==> src/rtl/cpu_pkg.sv <==
// Shared CPU front-end definitions: bus widths, PC step, fetch FSM states and
// the instruction-queue entry layout used by the fetch unit and its FIFO.
package cpu_pkg;

    localparam int unsigned ADDR_W  = 16;
    localparam int unsigned INSTR_W = 16;

    localparam logic [ADDR_W-1:0] PC_STEP          = ADDR_W'(2);
    localparam logic [ADDR_W-1:0] DEFAULT_RESET_PC = ADDR_W'(0);

    typedef enum logic [1:0] {
        IDLE,
        REQ,
        REQ_STALE
    } fetch_state_e;

    // One buffered fetch: the instruction word and the PC of the following slot.
    typedef struct packed {
        logic [INSTR_W-1:0] instr;
        logic [ADDR_W-1:0]  pc_add2;
    } fetch_entry_t;

endpackage

==> src/rtl/fetch_queue_unit_fifo.sv <==
// fetch_fifo: DEPTH-entry circular buffer of fetch entries.
// Ports: clk, rst (async, active high); push/wdata write an entry; pop removes
// the head; flush empties the buffer and overrides push and pop in that cycle;
// head/valid present the oldest entry; count is the occupancy.
module fetch_fifo
    import cpu_pkg::*;
#(
    parameter int unsigned DEPTH = 4
) (
    input  logic                     clk,
    input  logic                     rst,
    input  logic                     push,
    input  fetch_entry_t             wdata,
    input  logic                     pop,
    input  logic                     flush,
    output fetch_entry_t             head,
    output logic                     valid,
    output logic [$clog2(DEPTH):0]   count
);

    localparam int unsigned PTR_W = $clog2(DEPTH);
    localparam int unsigned CNT_W = PTR_W + 1;

    fetch_entry_t     mem [DEPTH];
    logic [PTR_W-1:0] wr_ptr;
    logic [PTR_W-1:0] rd_ptr;
    logic             do_push;
    logic             do_pop;

    assign do_push = push && !flush;
    assign do_pop  = pop && valid && !flush;
    assign valid   = (count != '0);
    assign head    = mem[rd_ptr];

    // Storage and pointers; pointers wrap naturally since DEPTH is a power of two.
    always_ff @(posedge clk or posedge rst) begin
        if (rst) begin
            for (int unsigned i = 0; i < DEPTH; i++) begin
                mem[i] <= '0;
            end
            wr_ptr <= '0;
            rd_ptr <= '0;
            count  <= '0;
        end else if (flush) begin
            wr_ptr <= '0;
            rd_ptr <= '0;
            count  <= '0;
        end else begin
            if (do_push) begin
                mem[wr_ptr] <= wdata;
                wr_ptr      <= wr_ptr + PTR_W'(1);
            end
            if (do_pop) begin
                rd_ptr <= rd_ptr + PTR_W'(1);
            end
            count <= count + CNT_W'(do_push) - CNT_W'(do_pop);
        end
    end

endmodule

==> src/rtl/fetch_queue_unit.sv <==
// fetch_queue_unit: instruction-fetch front end owning the fetch PC.
// Ports: clk, rst (async, active high); mem_req/mem_addr/mem_ack/mem_rdata form
// the instruction-memory read handshake (data valid with ack); out_valid,
// out_instr, out_pc_add2 present the queue head to IF/ID and out_ready pops it;
// redirect/redirect_pc flush the queue and restart fetch; count is occupancy.
module fetch_queue_unit
    import cpu_pkg::*;
#(
    parameter int unsigned      DEPTH    = 4,
    parameter logic [ADDR_W-1:0] RESET_PC = DEFAULT_RESET_PC
) (
    input  logic                   clk,
    input  logic                   rst,
    output logic                   mem_req,
    output logic [ADDR_W-1:0]      mem_addr,
    input  logic                   mem_ack,
    input  logic [INSTR_W-1:0]     mem_rdata,
    output logic                   out_valid,
    output logic [INSTR_W-1:0]     out_instr,
    output logic [ADDR_W-1:0]      out_pc_add2,
    input  logic                   out_ready,
    input  logic                   redirect,
    input  logic [ADDR_W-1:0]      redirect_pc,
    output logic [$clog2(DEPTH):0] count
);

    localparam int unsigned CNT_W = $clog2(DEPTH) + 1;

    fetch_state_e      state;
    fetch_state_e      state_n;
    logic [ADDR_W-1:0] fetch_pc;
    logic [ADDR_W-1:0] fetch_pc_n;
    logic [ADDR_W-1:0] addr_n;
    logic              req_n;
    logic [ADDR_W-1:0] pc_inc;
    logic              xfer;
    logic              pop;
    logic              push;
    logic [CNT_W-1:0]  count_after;
    logic              room_after;
    fetch_entry_t      wdata;
    fetch_entry_t      head;

    assign pc_inc      = fetch_pc + PC_STEP;
    assign xfer        = mem_req && mem_ack;
    assign pop         = out_valid && out_ready;
    // Only a live request in REQ delivers data; a redirect discards it.
    assign push        = (state == REQ) && xfer && !redirect;
    assign count_after = count + CNT_W'(push) - CNT_W'(pop);
    assign room_after  = count_after < CNT_W'(DEPTH);

    assign wdata.instr   = mem_rdata;
    assign wdata.pc_add2 = pc_inc;

    fetch_fifo #(
        .DEPTH (DEPTH)
    ) u_fifo (
        .clk   (clk),
        .rst   (rst),
        .push  (push),
        .wdata (wdata),
        .pop   (pop),
        .flush (redirect),
        .head  (head),
        .valid (out_valid),
        .count (count)
    );

    assign out_instr   = head.instr;
    assign out_pc_add2 = head.pc_add2;

    // State, fetch PC and memory request registers.
    always_ff @(posedge clk or posedge rst) begin
        if (rst) begin
            state    <= IDLE;
            fetch_pc <= RESET_PC;
            mem_addr <= RESET_PC;
            mem_req  <= 1'b0;
        end else begin
            state    <= state_n;
            fetch_pc <= fetch_pc_n;
            mem_addr <= addr_n;
            mem_req  <= req_n;
        end
    end

    // Next-state logic; an issued request holds its address until acked.
    always_comb begin
        state_n    = state;
        fetch_pc_n = fetch_pc;
        addr_n     = mem_addr;
        req_n      = mem_req;
        case (state)
            IDLE: begin
                if (redirect) begin
                    fetch_pc_n = redirect_pc;
                    addr_n     = redirect_pc;
                    req_n      = 1'b1;
                    state_n    = REQ;
                end else if (count < CNT_W'(DEPTH)) begin
                    addr_n  = fetch_pc;
                    req_n   = 1'b1;
                    state_n = REQ;
                end
            end
            REQ: begin
                if (redirect) begin
                    fetch_pc_n = redirect_pc;
                    if (mem_ack) begin
                        addr_n = redirect_pc;
                    end else begin
                        state_n = REQ_STALE;
                    end
                end else if (mem_ack) begin
                    fetch_pc_n = pc_inc;
                    if (room_after) begin
                        addr_n = pc_inc;
                    end else begin
                        req_n   = 1'b0;
                        state_n = IDLE;
                    end
                end
            end
            REQ_STALE: begin
                if (redirect) begin
                    fetch_pc_n = redirect_pc;
                end
                // The stale response is dropped; refetch from the newest target.
                if (mem_ack) begin
                    addr_n  = redirect ? redirect_pc : fetch_pc;
                    state_n = REQ;
                end
            end
            default: begin
                req_n   = 1'b0;
                state_n = IDLE;
            end
        endcase
    end

endmodule

==> config.mk <==
export PLATFORM = sky130hd
export DESIGN_NAME = fetch_queue_unit
export DESIGN_NICKNAME = d
export VERILOG_FILES = /design/src/rtl/cpu_pkg.sv /design/src/rtl/fetch_queue_unit_fifo.sv /design/src/rtl/fetch_queue_unit.sv
export SDC_FILE = /design/constraint.sdc
export NUM_CORES = 1
export LEC_CHECK = 0
export ABC_CLOCK_PERIOD_IN_PS = 10000
export BUFFER_PORTS_ARGS = -buffer_cell sky130_fd_sc_hd__buf_2
export CAP_MARGIN = 20
export CORE_MARGIN = 2
export CORE_UTILIZATION = 45
export CTS_CLUSTER_DIAMETER = 100
export DETAILED_ROUTE_END_ITERATION = 10
export PLACE_DENSITY = 0.68
export SYNTH_ARGS = -nofsm -noshare
export SYNTH_HDL_FRONTEND = slang
export SYNTH_SLANG_ARGS = --single-unit
==> constraint.sdc <==
create_clock -name clk -period 10 [get_ports clk]
set_input_delay 2 -clock clk [delete_from_list [all_inputs] [get_ports clk]]
set_output_delay 2 -clock clk [all_outputs]
set_load 0.01 [all_outputs]
==> out/metrics.yaml, run 1 <==
cts_num_sinks: 170
final_cell_mix: "dfrtp_1 (169), nand2_1 (90), mux2_2 (89), buf_2 (89), o21ai_0 (83)"
cp_top_family: "flip-flops"
synth_cell_types: 46
route.vias.total: 5468
rows: 49
grt_pass1_wl_mm: 29.5
num_io_pins: 90
grt_pass1_vias: 5704
hpwl_mm: 11.4
worstPathCellList: "buf_4 > mux4_2 > buf_2"
setup-violations-final: 0
start_util_pct: 45.6
synth_top_family_by_area: "multiplexers"
synth_mux_area_share_pct: 21.7
syn_area_um2: 8130
cp-end-kind: "output pin"
fmax_mhz: 230
clockBufferDepth: 2
crit_start: "u_fifo.rd_ptr[0]"
finalSetupTns_ns: 0
drt_iter0_drc: 292
p_leak_nw: 4.25
worst-path-stages: 3
finalCriticalPeriod_ns: 4.35
drtAntennaViolNets: 0
die_area_um2: 19200
slew_headroom_pct: 31.7
diodes: 0
synth_nets: 731
cts_buffers: 17
synth_cells: 684
finalWirelength_mm: 17.5
gr-total-overflow: 0
arrival_ns: 2.35
drive_above_1_share_pct: 33.4
core_um2: 17800
critPathKind: "reg -> out"
endpoint: "out_pc_add2[11]"
cts_setup_buffers: 0
synthAdderAreaFrac_pct: 1.63
ir_drop_mv: 0.160
rsz0062_at_grt: "no"
ys_ff_latch: 170
io_buffer_count: 89
drv_slew: 0
ff2ff_setup_slack_ns: 6.90
yosys.area_share.simple_pct: 9.22
via_per_inst: 5.53
synth_compound_area_share_pct: 8.79
gp_congestion: 0.849
final_common_cell: "dfrtp_1"
start_kind: "register"
cp_slowest_cell: "dfrtp_2"
ys_seq_area_share_pct: 52.3
fin_nets: 794
max-cap-violations: 0
crit_required_ns: 8.00
clkTransAtPathRegs_ns: 0.06
slowest_delay_ns: 0.67
worst_hold_slack_ns: 0.478
grt_usage_pct: 19.1
wl_per_cell_um: 17.7
rr_worst_depth: 10
drcViolationCount: 0
antenna_found_initial: 0
htreeDepth: 4
synthXorXnorAreaFrac_pct: 3.02
fp.dieH_um: 138
min_path_type: "reg -> reg"
fp.dieW_um: 138
cts_tree: "built"
finalHoldViolCount: 0
power_density_nw_per_um2: 295
fin_worst_skew_ns: 0.00604
hold_buffers: 0
insertion_delay_ns: 0.42
drt_pass1_iterations: 4
path_buf_inv: 2
tightest_slew_ns: 1.02
status: "completed"
area_growth_syn_to_layout_pct: 14.5
yosysWarnings: 0
cts_root_buf: "clkbuf_16"
fillCellCount: 1541
grt_max_degree: 96
avgSynthCellArea_um2: 11.9
r2r-start: "u_fifo.count[1]"
path_max_fanout: 21
cts-resized-gates: 0
period_share_pct: 43.5
r2r_end: "mem_addr[11]"
-- power by group --
| part | switching (mW) | total, mW | internal [mW] |
|---|---|---|---|
| clock network | 0.263 | 0.691 | 0.428 |
| registers | 0.188 | 1.10 | 0.912 |
| logic | 0.471 | 0.950 | 0.479 |
-- through the flow --
| stage | util [%] | setup WS [ns] | instance area, um2 | cells | power [mW] |
|---|---|---|---|---|---|
| 2_1_floorplan | - | 3.40 | 8130 | 684 | 1.77 |
| 3_3_place_gp | 48.6 | 5.34 | 8680 | 957 | 2.02 |
| 3_5_place_dp | 48.6 | 5.27 | 8680 | 957 | 2.07 |
| 4_1_cts | 52.2 | 5.55 | 9310 | 989 | 2.77 |
| 5_1_grt | 52.2 | 5.50 | 9310 | 989 | 2.92 |
| 6_report | 52.2 | 5.65 | 9310 | 989 | 2.74 |
-- per-layer routing --
layer,track usage (%),part of all wire (%),vias to the layer above
li1,-,-,2551
met1,26.6,47,2764
met2,30.2,48,129
met3,3.46,3.9,24
met4,7.36,1.8,0
met5,0,0,-
-- cell families after synthesis --
kind of cell	count (synthesis)
buf+inv	62
fa+ha+maj	10
xor+xnor	28
flops	170
mux	125
simple gates	165
compound gates	124
-- synth_stat cells (all sizes together) --
cell,instances,area share (%)
o221ai,1,0.11
nand4bb,1,0.14
nand3,12,0.74
a2bb2oi,1,0.11
nor2,23,1.1
fa,1,0.25
mux2i,4,0.49
a21oi,11,0.68
inv,13,0.60
xnor2,8,0.86
a41oi,1,0.11
o21ai,85,5.3
a211o,1,0.11
or3,5,0.38
xor2,20,2.2
o211ai,8,0.74
nand2b,3,0.23
a22oi,5,0.46
nor3,3,0.18
o41ai,1,0.34
mux2,89,12
and4,3,0.32
nor4b,1,0.11
and2,4,0.31
nand2,94,4.5
o21a,1,0.092
o311ai,2,0.22
clkbuf,28,1.3
a21o,1,0.092
and3,2,0.15
ha,9,1.4
mux4,32,8.9
nand4,5,0.38
buf,21,1.4
nor2b,8,0.62
a31oi,2,0.15
o22ai,4,0.31
dfrtp,170,52
nand3b,1,0.092
-- flip-flops by register name, summed over array words and instances, names as in the netlist --
signal and flops:
mem_req 1, u_fifo.count 3, mem_addr 16, fetch_pc 16
u_fifo.rd_ptr 2, u_fifo.mem 128, state 2, u_fifo.wr_ptr 2
-- worst min path at each step --
stage	from	to	slack (ns)	cells past startpoint
2_1_floorplan	u_fifo.mem[33]	u_fifo.mem[33]	0.44	2
3_3_place_gp	u_fifo.mem[12]	u_fifo.mem[12]	0.46	2
3_5_place_dp	u_fifo.mem[35]	u_fifo.mem[35]	0.46	2
4_1_cts	u_fifo.mem[35]	u_fifo.mem[35]	0.48	2
5_1_grt	u_fifo.mem[1]	u_fifo.mem[1]	0.51	2
6_report	u_fifo.mem[3]	u_fifo.mem[3]	0.48	2
-- tightest hold or removal path, delay by kind of cell, from the launching register on --
family	cells	cell delay, ns
flops	1	0.34
compound gates	1	0.06
simple gates	1	0.05
-- layout make-up --
type | instances | area [um2] | share of cell area (%)
flip-flops and latches | 170 | 4260 | 45.7
well taps | 229 | 287 | 3.08
inverters | 13 | 53.8 | 0.578
multi-input cells | 452 | 3600 | 38.7
clock buffers | 23 | 498 | 5.35
clock inverters | 9 | 134 | 1.44
repair buffers | 93 | 475 | 5.11
No activity file was read; power rests on OpenSTA's default activity.
==> run 2: changes to the inputs <==
--- a/config.mk
+++ b/config.mk
@@ -5,14 +5,15 @@
 export SDC_FILE = /design/constraint.sdc
 export NUM_CORES = 1
 export LEC_CHECK = 0
-export ABC_CLOCK_PERIOD_IN_PS = 10000
+export ABC_AREA = 1
+export ABC_CLOCK_PERIOD_IN_PS = 3900
 export BUFFER_PORTS_ARGS = -buffer_cell sky130_fd_sc_hd__buf_2
 export CAP_MARGIN = 20
 export CORE_MARGIN = 2
 export CORE_UTILIZATION = 45
 export CTS_CLUSTER_DIAMETER = 100
 export DETAILED_ROUTE_END_ITERATION = 10
-export PLACE_DENSITY = 0.68
+export PLACE_DENSITY = 0.7
 export SYNTH_ARGS = -nofsm -noshare
 export SYNTH_HDL_FRONTEND = slang
 export SYNTH_SLANG_ARGS = --single-unit
==> constraint.sdc (replaced) <==
create_clock -name clk -period 3.9 [get_ports clk]
set_input_delay 0.78 -clock clk [delete_from_list [all_inputs] [get_ports clk]]
set_output_delay 0.78 -clock clk [all_outputs]
set_load 0.01 [all_outputs]
==> run 2 against run 1 <==
Cell count is 26% higher. Register-to-register slack worse by 5.6 ns. Non-clock buffer count is 3 higher. Die area is 6.0% higher. Sequential cell count stayed put. Utilization is 0.27 points lower. Synthesized cell count is 36% higher. Design area is 4.7% higher. First-iteration DRC count is 50% higher. Clock-buffer cell count is 4 lower. Combinational power grew to 3.2 times the previous value. Worst hold slack better by 0.0024 ns. Largest cell class unchanged.
==> out/metrics.yaml, run 2 <==
status: "completed"
start_kind: "register"
route.vias.total: 6718  # +23%
drive_above_1_share_pct: 17.8  # -16 points
via_per_inst: 5.40  # -2.4%
cts_root_buf: "clkbuf_16"
die_area_um2: 20300  # +6.0%
finalCriticalPeriod_ns: 3.23
cp-end-kind: "output pin"
core_um2: 18800  # +5.2%
ir_drop_mv: 0.524  # +230%
clkTransAtPathRegs_ns: 0.07  # about the same
cp_slowest_cell: "clkinv_1"
multi_input_area_um2: 3830  # +6.2%
fin_nets: 1045  # +32%
worstPathCellList: "buf_4 > clkinv_1 > buf_4 > a21oi_1 > o21ai_0 > o21ai_0 > buf_2"
fp.dieH_um: 143  # +3.0%
cts-resized-gates: 0  # unchanged
arrival_ns: 2.45  # +0.10 ns
cts_setup_buffers: 0  # unchanged
design_area_um2: 9740  # +4.7%
min_path_type: "reg -> reg"
final_cell_mix: "nand2_1 (182), dfrtp_1 (170), o21ai_0 (126)"
drt_pass1_iterations: 5  # +1
largest_reg_flops: 128  # unchanged
io_buffer_count: 89  # unchanged
synth_top_area_share_pct: 49.3  # -3.1 points
clockBufferDepth: 2  # unchanged
ys_ff_latch: 170  # unchanged
switchingPower_mw: 3.02  # +230%
grt_pass1_wl_mm: 32.6  # +11%
clkPwrFrac_pct: 22.6  # -2.6 points
final_common_cell: "nand2_1"
grt_max_degree: 171  # +78%
fin_worst_skew_ns: 0.00827  # +0.00223 ns
total_power_mw: 7.34  # +170%
synth_cells: 933  # +36%
rr_worst_depth: 17  # +7
pwr-share-comb_pct: 41.2  # +6.6 points
crit_required_ns: 3.12  # -4.88 ns
period_share_pct: 82.9
cts_tree: "built"
synth_nets: 980  # +34%
gp_congestion: 0.788  # -7.2%
min_path_cells: 2  # unchanged
final_util_pct: 51.9  # -0.27 points
grt_pass1_vias: 6506  # +14%
rsz0062_at_grt: "no"
power.internal_mw: 4.32  # +140%
htreeDepth: 4  # unchanged
hold_buffers: 0  # unchanged
finalSetupTns_ns: 0  # unchanged
insertion_delay_ns: 0.43  # about the same
ys_async_sr_fraction_pct: 100  # unchanged
top_register: "u_fifo.mem"
setup_slack_ns: 0.667  # -4.99 ns
drcViolationCount: 0  # unchanged
synth_cell_types: 36  # -22%
drv_slew: 0  # unchanged
synth-edff-count: 0  # unchanged
drtAntennaViolNets: 0  # unchanged
rows: 50  # +2.0%
start_util_pct: 46.0  # +0.44 points
critPathKind: "reg -> out"
slowest_delay_ns: 0.42  # -0.25 ns
seqPwrFrac_pct: 36.2  # -4.0 points
yosysTopAreaCell: "dfrtp_1"
synth_most_common_cell: "nand2_1"
worst-path-stages: 7  # +4
p_sw_share_pct: 41.1  # +7.5 points
ys_seq_area_share_pct: 49.3  # -3.1 points
path_max_fanout: 33  # +57%
power_density_nw_per_um2: 754  # +160%
finalWirelength_mm: 19.7  # +13%
num_io_pins: 90  # unchanged
max-cap-violations: 0  # unchanged
wl_per_cell_um: 15.8  # -10%
biggestRegsByFlops: "u_fifo.mem: 128 flops, fetch_pc: 16 flops, mem_addr: 16 flops"
gr-total-overflow: 0  # unchanged
finalHoldViolCount: 0  # unchanged
hpwl_mm: 12.4  # +9.1%
dp_slack_ns: 0.925  # -4.35 ns
cts_num_sinks: 170  # unchanged
drt_iter0_drc: 438  # +50%
cts_buffers: 17  # unchanged
path_buf_inv: 4  # +2
ys_top_cells_by_area: "dfrtp_1 (49%), mux2_1 (8.6%), nand2_1 (7.9%)"
fmax_mhz: 309
seqCellArea_um2: 4250  # about the same
grt_usage_pct: 20.2  # +1.0 points
antenna_found_initial: 0  # unchanged
avgSynthCellArea_um2: 9.25  # -22%
cp_top_family: "buffers and inverters"
tightest_slew_ns: 0.942  # -0.0791 ns
area_growth_syn_to_layout_pct: 12.8
synthFlopType: "dfrtp_1"
fillCellCount: 1699  # +10%
yosysWarnings: 0  # unchanged
syn_area_um2: 8630  # +6.2%
slew_headroom_pct: 37.2  # +5.5 points
placed_area_um2: 9160  # +5.6%
synthTopCellsByCount: "nand2_1 (182), dfrtp_1 (170), o21ai_0 (126)"
diodes: 0  # unchanged
fp.dieW_um: 143  # +3.0%
setup-violations-final: 0  # unchanged
p_leak_nw: 4.98  # +17%
run 2: cell types whose count changed after synthesis, sizes merged, moves of 12 or more:
cell / delta
nor2: +76
o21ai: +45
o21a: +12
xor2: -16
nand3: +21
inv: +53
o22ai: +17
a21oi: +18
nand2: +90
mux4: -32
mux2: +14
run 2: area by class of cell:
cell class | count | share of cell area (%)
clock buffers | 19 | 4.65
clock inverters | 13 | 1.34
inverters | 67 | 2.67
multi-input cells | 646 | 39.3
flip-flops and latches | 170 | 43.7
well taps | 234 | 3.01
repair buffers | 96 | 5.37
run 2: metrics by stage:
step                cells  hold WS (ns)
CTS                  1245         0.484
global route         1245         0.487
detailed placement   1213         0.460
global placement     1213         0.458
floorplan             933         0.452
finish               1245         0.480
run 2: routing by layer:
layer / GRT usage, % / vias up / wire length, um
met3: 4.27 / 25 / 1070
met5: 0 / - / 0
met2: 31.4 / 192 / 8930
met4: 5.52 / 0 / 306
met1: 28.7 / 3245 / 9410
li1: - / 3256 / -
run 2: final timing paths:
check	startpoint	slack (ns)	to
worst max-delay path	u_fifo.rd_ptr[1]	0.67	out_pc_add2[8]
min in group asynchronous	rst	0.59	u_fifo.mem[124]
worst min register to register	mem_addr[2]	0.48	mem_addr[2]
worst min-delay path	mem_addr[2]	0.48	mem_addr[2]
max in group asynchronous	rst	2.61	u_fifo.mem[83]
worst max register to register	u_fifo.count[1]	1.29	mem_addr[6]
run 2: worst reg2reg max path: cells and delay by family, from the launching register on:
kind	cells	cell delay [ns]
DFF	1	0.44
and+or+nand+nor	11	1.27
adders and majority gates	2	0.38
buffers and inverters	4	0.39
run 2: power groups by stage:
stage	logic, mW	registers, mW	clock network [mW]
after CTS	3.04	2.65	1.69
after floorplan	2.11	2.61	0
after global placement	2.97	2.66	0
after detailed placement	3.03	2.67	0
after global routing	3.41	2.72	1.77
final	3.02	2.66	1.66
run 2: cell families (layout without fill, tap and decap cells):
family	Yosys count	in the layout	synth area share, %
DFF	170	170	49.3
xor gates and xnor gates	5	5	0.507
buffers and inverters	117	195	6.39
AOI/OAI and AO/OA	199	199	12.4
and+or+nand+nor	328	328	16.3
muxes	104	104	13.6
adders and majority gates	10	10	1.54
==> run 3: changes to the inputs <==
--- a/config.mk
+++ b/config.mk
@@ -6,7 +6,7 @@
 export NUM_CORES = 1
 export LEC_CHECK = 0
 export ABC_AREA = 1
-export ABC_CLOCK_PERIOD_IN_PS = 3900
+export ABC_CLOCK_PERIOD_IN_PS = 2890
 export BUFFER_PORTS_ARGS = -buffer_cell sky130_fd_sc_hd__buf_2
 export CAP_MARGIN = 20
 export CORE_MARGIN = 2
==> constraint.sdc (replaced) <==
create_clock -name clk -period 2.89 [get_ports clk]
set_input_delay 0.578 -clock clk [delete_from_list [all_inputs] [get_ports clk]]
set_output_delay 0.578 -clock clk [all_outputs]
set_load 0.01 [all_outputs]
==> run 3 against run 2 <==
Routed wire length down 0.18%. Critical path depth fell by 1. Design area up 2.0%. Worst setup slack worse by 0.42 ns. Highest routed layer unchanged. Combinational power up 38%. Via count is 0.12% lower.
==> out/metrics.yaml, run 3 (synthesis results as in run 2) <==
seqPwrFrac_pct: 35.2  # -1.0 points
num_io_pins: 90  # unchanged
cts_num_sinks: 170  # unchanged
wl_per_cell_um: 15.6  # -1.2%
rows: 50  # unchanged
finalHoldViolCount: 0  # unchanged
area_growth_syn_to_layout_pct: 15.1
drt_pass1_iterations: 7  # +2
finalCriticalPeriod_ns: 2.65
final_common_cell: "nand2_1"
placed_area_um2: 9330  # +1.8%
gp_congestion: 0.840  # +6.7%
period_share_pct: 91.6
max-cap-violations: 0  # unchanged
path_max_fanout: 32  # -3.0%
gr-total-overflow: 0  # unchanged
drv_slew: 0  # unchanged
slew_headroom_pct: 45.1  # +7.9 points
rsz0062_at_grt: "no"
grt_usage_pct: 20.6  # +0.39 points
min_path_type: "in -> async"
finalSetupTns_ns: 0  # unchanged
fin_nets: 1059  # +1.3%
htreeDepth: 4  # unchanged
pwr-share-comb_pct: 41.5  # +0.3 points
clkTransAtPathRegs_ns: 0.07  # about the same
drtAntennaViolNets: 0  # unchanged
clockBufferDepth: 2  # unchanged
finalWirelength_mm: 19.7  # -0.18%
route.vias.total: 6710  # -0.12%
p_sw_share_pct: 40.5  # -0.63 points
start_util_pct: 46.0  # unchanged
power.internal_mw: 5.98  # +38%
ir_drop_mv: 0.786  # +50%
io_buffer_count: 89  # unchanged
tightest_slew_ns: 0.823  # -0.119 ns
insertion_delay_ns: 0.43  # about the same
diodes: 0  # unchanged
clkPwrFrac_pct: 23.4  # +0.8 points
cp-end-kind: "output pin"
grt_max_degree: 90  # -47%
fp.dieW_um: 143  # unchanged
crit_required_ns: 2.31  # -0.81 ns
final_cell_mix: "nand2_1 (182), dfrtp_1 (170), o21ai_0 (126)"
power_density_nw_per_um2: 1010  # +34%
via_per_inst: 5.33  # -1.2%
drt_iter0_drc: 478  # +9.1%
grt_pass1_vias: 6674  # +2.6%
final_util_pct: 52.9  # +1.0 points
biggestRegsByFlops: "u_fifo.mem: 128 flops, fetch_pc: 16 flops, mem_addr: 16 flops"
crit_start: "u_fifo.rd_ptr[1]"
design_area_um2: 9930  # +2.0%
largest_reg_flops: 128  # unchanged
antenna_found_initial: 0  # unchanged
fmax_mhz: 378
start_kind: "register"
cts_root_buf: "clkbuf_16"
cts_setup_buffers: 0  # unchanged
fin_worst_skew_ns: 0.0110  # +0.00275 ns
cts_tree: "built"
fp.dieH_um: 143  # unchanged
r2r-start: "u_fifo.count[1]"
status: "completed"
setup-violations-final: 0  # unchanged
core_um2: 18800  # unchanged
worst_hold_slack_ns: 0.294  # -0.186 ns
arrival_ns: 2.07  # -0.38 ns
top_register: "u_fifo.mem"
p_leak_nw: 5.10  # +2.3%
hold_buffers: 0  # unchanged
die_area_um2: 20300  # unchanged
drcViolationCount: 0  # unchanged
cts_buffers: 17  # unchanged
hpwl_mm: 13.2  # +5.8%
grt_pass1_wl_mm: 33.1  # +1.4%
critPathKind: "reg -> out"
switchingPower_mw: 4.07  # +35%
drive_above_1_share_pct: 18.8  # +1.0 points
cts-resized-gates: 0  # unchanged
[run 3: changes by cell type in the layout (fill, tap and decap cells not counted), sizes merged]
cell,before,now
bufinv,1,2
clkinvlp,7,3
inv,70,71
buf,96,110
clkinv,2,3
[run 3: worst paths after layout]
check	to	slack [ns]	cells past startpoint
worst min register to register	u_fifo.mem[74]	0.48	1
max in group asynchronous	u_fifo.mem[24]	2.21	3
worst max-delay path	out_pc_add2[3]	0.24	6
min in group clk	u_fifo.mem[82]	0.40	2
worst min-delay path	u_fifo.mem[36]	0.29	3
worst max register to register	mem_addr[11]	0.45	17
[run 3: through the flow]
stage,worst slack [ns],power (mW),std cells
after floorplan,0.143,6.38,933
after global placement,0.476,7.65,1227
after detailed placement,0.417,7.75,1227
after CTS,0.252,10.1,1258
after global routing,0.141,10.8,1258
final,0.244,10.1,1258
[run 3: final cells by class]
| class | count | area [um2] |
|---|---|---|
| repair buffers | 110 | 691 |
| flip-flops and latches | 170 | 4250 |
| clock buffers | 19 | 453 |
| fillers | 1723 | 8830 |
| clock inverters | 12 | 155 |
| inverters | 67 | 260 |
| well taps | 234 | 293 |
| multi-input cells | 646 | 3830 |
[run 3: power by group through the flow]
stage | registers [mW] | clock network (mW) | logic, mW
5_1_grt | 3.63 | 2.50 | 4.70
3_5_place_dp | 3.56 | 0 | 4.19
6_report | 3.53 | 2.35 | 4.17
3_3_place_gp | 3.54 | 0 | 4.11
2_1_floorplan | 3.53 | 0 | 2.85
4_1_cts | 3.53 | 2.40 | 4.20
[run 3: critical path: stages (launching register included)]
cell and delay (ns):
dfrtp_1 0.35, clkinv_1 0.38, buf_12 0.34, a21oi_1 0.12, o21ai_0 0.10, o21ai_0 0.16, buf_2 0.20
[run 3: routing by layer]
metal / global-route usage (%) / vias to the layer above / share of wire [%]
met5: 0 / - / 0
met4: 6.36 / 0 / 1.7
met3: 3.90 / 25 / 4.3
met2: 33.8 / 157 / 47
met1: 27.7 / 3244 / 47
li1: - / 3284 / -
